File: src/rtl/ds_pkg.sv
// Constants and types shared by the delta-sigma modulator and its CIC decimator.
package ds_pkg;

  localparam int IN_BITS_DEF   = 16;
  localparam int OUT_BITS_DEF  = 9;
  localparam int FRAC_BITS_DEF = IN_BITS_DEF - OUT_BITS_DEF;

  // Two integrator sections each add DECIM_LOG2 bits of growth on top of the code width.
  function automatic int acc_width(input int out_bits, input int decim_log2);
    return out_bits + 2 * decim_log2;
  endfunction

  typedef enum logic {
    WARMUP = 1'b0,
    RUN    = 1'b1
  } cic_state_e;

endpackage

File: src/rtl/cic_comb_stage.sv
// Two-section comb for a 2nd-order CIC; result is combinational on the servicing edge.
module cic_comb_stage #(
  parameter int W = 17
) (
  input  logic         clk,
  input  logic         reset,
  input  logic         en,
  input  logic         strobe,
  input  logic [W-1:0] sample,
  output logic [W-1:0] result,
  output logic         valid
);

  logic [W-1:0] z1;
  logic [W-1:0] z2;
  logic [W-1:0] d1;

  assign valid  = en && strobe;
  assign d1     = sample - z1;
  assign result = d1 - z2;

  always_ff @(posedge clk) begin
    if (reset) begin
      z1 <= '0;
      z2 <= '0;
    end else if (valid) begin
      z1 <= sample;
      z2 <= d1;
    end
  end

endmodule

File: src/rtl/ds_cic_decimator.sv
// 2nd-order CIC decimator reconstructing the modulator input from its quantized code stream.
module ds_cic_decimator
  import ds_pkg::*;
#(
  parameter int IN_BITS    = IN_BITS_DEF,
  parameter int OUT_BITS   = OUT_BITS_DEF,
  parameter int DECIM_LOG2 = 4
) (
  input  logic                clk,
  input  logic                reset,
  input  logic                en,
  input  logic [OUT_BITS-1:0] y,
  input  logic                y_valid,
  output logic [IN_BITS-1:0]  u_out,
  output logic                u_valid_out
);

  localparam int W     = acc_width(OUT_BITS, DECIM_LOG2);
  localparam int SHL   = IN_BITS - OUT_BITS;
  localparam int WIDE  = W + SHL;

  logic [W-1:0]          i1;
  logic [W-1:0]          i2;
  logic [W-1:0]          i1_next;
  logic [W-1:0]          y_ext;
  logic [DECIM_LOG2-1:0] cnt;
  logic                  strobe;
  logic                  accept;
  logic                  fire;
  logic [W-1:0]          comb_result;
  logic [WIDE-1:0]       scaled;
  logic                  load;
  cic_state_e            state;
  cic_state_e            state_next;

  assign accept  = en && y_valid;
  assign y_ext   = {{(W-OUT_BITS){1'b0}}, y};
  assign i1_next = i1 + y_ext;

  // Integrators wrap modulo 2^W on purpose; the comb differences cancel the wrap.
  always_ff @(posedge clk) begin
    if (reset) begin
      i1     <= '0;
      i2     <= '0;
      cnt    <= '0;
      strobe <= 1'b0;
    end else begin
      if (accept) begin
        i1  <= i1_next;
        i2  <= i2 + i1_next;
        cnt <= cnt + 1'b1;
      end
      if (accept && (cnt == '1)) begin
        strobe <= 1'b1;
      end else if (fire) begin
        strobe <= 1'b0;
      end
    end
  end

  cic_comb_stage #(
    .W(W)
  ) u_comb (
    .clk    (clk),
    .reset  (reset),
    .en     (en),
    .strobe (strobe),
    .sample (i2),
    .result (comb_result),
    .valid  (fire)
  );

  always_ff @(posedge clk) begin
    if (reset) begin
      state <= WARMUP;
    end else begin
      state <= state_next;
    end
  end

  // The first comb result after reset only primes the delay registers.
  always_comb begin
    state_next = state;
    load       = 1'b0;
    case (state)
      WARMUP: begin
        if (fire) begin
          state_next = RUN;
        end
      end
      RUN: begin
        load = fire;
      end
      default: begin
        state_next = WARMUP;
      end
    endcase
  end

  assign scaled = WIDE'(comb_result) << SHL;

  always_ff @(posedge clk) begin
    if (reset) begin
      u_out       <= '0;
      u_valid_out <= 1'b0;
    end else begin
      u_valid_out <= load;
      if (load) begin
        u_out <= IN_BITS'(scaled >> (2 * DECIM_LOG2));
      end
    end
  end

endmodule

File: config.mk
export PLATFORM = sky130hd
export DESIGN_NAME = ds_cic_decimator
export DESIGN_NICKNAME = d
export VERILOG_FILES = /design/src/rtl/ds_pkg.sv /design/src/rtl/cic_comb_stage.sv /design/src/rtl/ds_cic_decimator.sv
export SDC_FILE = /design/constraint.sdc
export NUM_CORES = 1
export LEC_CHECK = 0
export CORE_ASPECT_RATIO = 0.5
export CORE_MARGIN = 2
export CORE_UTILIZATION = 48
export CTS_CLUSTER_DIAMETER = 80
export DETAILED_ROUTE_END_ITERATION = 8
export PLACE_DENSITY = 0.76
export RECOVER_POWER = 25
export REMOVE_ABC_BUFFERS = 1
export SLEW_MARGIN = 40
export SYNTH_ARGS = -nofsm -noshare
export SYNTH_HDL_FRONTEND = slang
export SYNTH_HIERARCHICAL = 1
export SYNTH_SLANG_ARGS = --single-unit
File: constraint.sdc
create_clock -name clk -period 7 [get_ports clk]
set_clock_uncertainty 0.2 [all_clocks]
set_input_delay 0.7 -clock clk [delete_from_list [all_inputs] [get_ports clk]]
set_output_delay 0.7 -clock clk [all_outputs]
set_load 0.05 [all_outputs]
; After elaboration in Yosys (flattened, before gate mapping)
; Index checks and enable logic that the tools add are counted.
[word_totals]
reg_bits = 91
latch_bits = 0
ram_bits = 0
rom_bits = 0
input_bits = 13
output_inout_bits = 17
elab_cells = 24
memories = 0
[classes]
add_sub_neg = 5
mul = 0
n_div = 0
magnitude_cmp = 0
n_eq_ne = 1
shift = 0
n_mux = 5
bitwise = 0
n_reduce_logical = 4
[op_table]
columns = op, count
row1 = 17-bit subtractor, 2
row2 = 17-bit adder, 1
row3 = 17-bit by 9-bit adder with 17-bit output, 1
row4 = 1-bit 2-to-1 mux, 5
row5 = "4-bit by 1-bit adder with 4-bit output, second input constant", 1
row6 = "4-bit equality test, second input constant", 1
row7 = 1-bit logical AND, 3
row8 = 2-bit nonzero test, 1

; Logic depth before layout (Yosys ltp)
[depth]
ltp_word = 3
depth_mapped = 19

; By module
; Netlist, hierarchy kept.
[by_module_without_submodules]
columns = module, instances, cells_per_inst, area_each_um2, seq_area_each_um2
row1 = ds_cic_decimator, 1, 407, 3261.9, 1141.1
row2 = cic_comb_stage, 1, 375, 2791.4, 680.7

; Least setup slack after synthesis
; No wires, ideal clock.
[synth_timing]
kind = input -> register
start = input y[5]
end = register i2[16]
setup_ns = 0.123
t_arrival_ns = 3.814
slack_ns = 2.863
cell_stages = 14
n_path_buf = 0
path_cell_list = ha_1 o21ai_0 or2b_2 o21a_1 a31o_2 a21oi_1 xnor2_1 ha_1 a2111oi_0 and2_1 a21oi_1 and2_1 mux2i_1 mux2_1
[synth_via]
elab_chain_cells = 2
[synth_lines]
columns = element, line_no
row1 = from (decl), ds_cic_decimator.sv:12  ; input logic [OUT_BITS-1:0] y,
row2 = 17-bit by 9-bit adder with 17-bit output, ds_cic_decimator.sv:38  ; assign i1_next = i1 + y_ext;
row3 = named net i1_next[9], ds_cic_decimator.sv:24  ; logic [W-1:0] i1_next;
row4 = 17-bit adder, ds_cic_decimator.sv:50  ; i2 <= i2 + i1_next;
row5 = to (signal assigned), ds_cic_decimator.sv:50
row6 = to (decl), ds_cic_decimator.sv:23  ; logic [W-1:0] i2;
; The timed path passes the listed nets, and every way through them passes these cells.
; A chain may end at the register's enable or synchronous reset.

; Final worst setup path
[layout_timing]
start = input y[1]
end = register i2[16]
; The elaborated chain is that of the path after synthesis.

==> results.cfg <==
[clock_tree]
clk_pin_slew_worst_paths_ns = 0.06
insertion_delay_ns = 0.34
cts_resized = 0
numCtsBuffers = 9
htree_levels = 3
cts_tree = yes
cts-root-buf = clkbuf_16
post_cts_buffers = 0
hold_buffers = 0
clock_sinks = 91
max-clock-path-buffers = 2

[sta]
maxSlewHeadroom_pct = -120
hold_slack_ns = 0.252
fin_crit_sh_pct = 67.2
setup-tns-final_ns = 0
hold_viol = 0
finalMaxSlewViolations = 79
setup_ws_ns = 2.29
fmax_ghz = 0.213
rsz0062_at_grt = false
fin_crit_ns = 4.71
worst_pin_slew_ns = 3.30
setup_viol = 0

[drt]
drt-total-wl_um = 12100
wl_met2_um = 5020
highest_layer = met4
wl_per_cell_um = 12.5
drcViolationCount = 0
viasPerCell = 5.25
drtIter0Drc = 347
dr.pass1.iters = 4
met1Wirelength_um = 6500
drtAntennaViolNets = 0
dr_wl_met3_um = 415
vias = 5075

[cells_and_area]
num_antenna_cells = 0
final_common_cell = nand2_1
post-route-util_pct = 56.1
drive_above_1_share_pct = 4.49
areaGrowthSynthToFinish_pct = 11.9
nets = 872
final_cell_mix = nand2_1, a21oi_1, dfxtp_1

[floorplan]
boundaryPins = 30
design.core.area_mm2 = 0.0121
die_y_um = 83.4
start_util_pct = 50.2
die_w_um = 163
die_area_mm2 = 0.0136
rows = 28

[setup_path]
worstSetupPathType = in2reg
path_delay_family = compound AO/OA/AOI/OAI gates
start_kind = input port
cp_common_cell = a21oi_1
crit_buf_inv = 1
critPathMaxFanout = 5
cp.required_ns = 7.03
end_kind = flop
critical_path.max_stage_delay_ns = 0.56
cp_data_arrival_time_ns = 4.73
critPathSlowestCell = dlygate4sd3_1
path_cells = dlygate4sd3_1, ha_1, a21o_1, a21oi_1, o21ai_0, a31o_2, a21oi_1, xnor2_1, ha_1, a2111oi_0, and2_1, a21oi_1, and2_1, mux2i_1, mux2_1

[global_route]
gr-total-overflow = 0
grt_max_degree = 79
grt_usage_pct = 18.3
grt_antenna_before_repair = 0
grt_pass1_wl_um = 20900
first_global_vias = 4618

[yosys]
syn_area_mm2 = 0.00605
ys_warn_count = 6
avgSynthCellArea_um2 = 7.75
synthCells = 781

[power]
internal_power_mw = 1.11
power_frac_clock_pct = 29.0
p_sw_mw = 0.585
combPwrFrac_pct = 38.9
pwr-share-seq_pct = 32.1
power_density_mw_per_mm2 = 250
max-vdd-ir-drop_v = 0.000132
swShare_pct = 34.6
leakage_nw = 2.57

[outcome]
violations = capacitance limit, slew limit
status = finished with violations

[placed_design]
io_buffers = 29
pre_cts_slack_ns = 2.12
gp_congestion = 0.854
dp_hpwl_um = 8820

[flow_run]
cap_violations = 1

[worst_hold_path]
hold_path_class = reg2reg
[power by group through the flow]
stage               Combinational [mW]  Sequential (mW)  Clock [mW]
finish                           0.658            0.542       0.491
global route                     0.731            0.543       0.526
CTS                              0.653            0.542       0.506
detailed placement               0.649            0.554           0
global placement                 0.632            0.553           0
floorplan                        0.536            0.549           0
[worst register-to-register path, stage by stage, from the launching register on]
cell       delay (ns)
dfxtp_1          0.49
ha_1             0.28
nor2b_1          0.14
o31a_1           0.27
o21a_1           0.19
o21a_1           0.17
o21ai_0          0.18
and2_1           0.19
xnor2_1          0.08
ha_1             0.39
a2111oi_4        0.41
o21ai_2          0.16
a32oi_4          0.26
a311oi_2         0.19
nor4b_2          0.24
a211oi_1         0.09
xnor2_1          0.15
nand2_1          0.09
a21oi_1          0.06
[stage by stage]
step	std cells	instance area [um^2]	power [mW]
finish	967	6770	1.69
CTS	967	6770	1.70
global placement	951	6470	1.19
global route	967	6770	1.80
floorplan	752	5940	1.09
detailed placement	951	6470	1.20
[final timing paths]
| check | depth (start not counted) | start | end | slack [ns] |
|---|---|---|---|---|
| max reg2reg | 18 | i2[1]$_SDFFE_PP0P_ | u_out[15]$_SDFFE_PP0P_ | 2.51 |
| max | 15 | y[1] | i2[16]$_SDFFE_PP0P_ | 2.29 |
| min | 2 | u_out[4]$_SDFFE_PP0P_ | u_out[4]$_SDFFE_PP0P_ | 0.25 |
| min reg2reg | 2 | u_out[4]$_SDFFE_PP0P_ | u_out[4]$_SDFFE_PP0P_ | 0.25 |
[final cells by class]
type                       count  area, um^2
clock buffer                  10         239
clock inverter                 6        63.8
fill                        1115        5290
inverter                      53         199
multi-input combinational    608        3920
sequential                    91        1820
tap                          165         206
timing repair buffer          34         318
[state kept, by name, summed over array words and instances, names as in the netlist]
name,flops
u_comb/z2,17
i1,17
strobe,1
u_valid_out,1
cnt,4
u_comb/z1,17
i2,17
state,1
u_out,16
[routing by layer]
layer	vias up	global-route usage, %
li1	2727	-
met5	-	0
met1	2259	25.5
met2	74	28.8
met3	15	3.65
met4	0	5.07
Note: power is estimated with default switching activity, not from simulation.
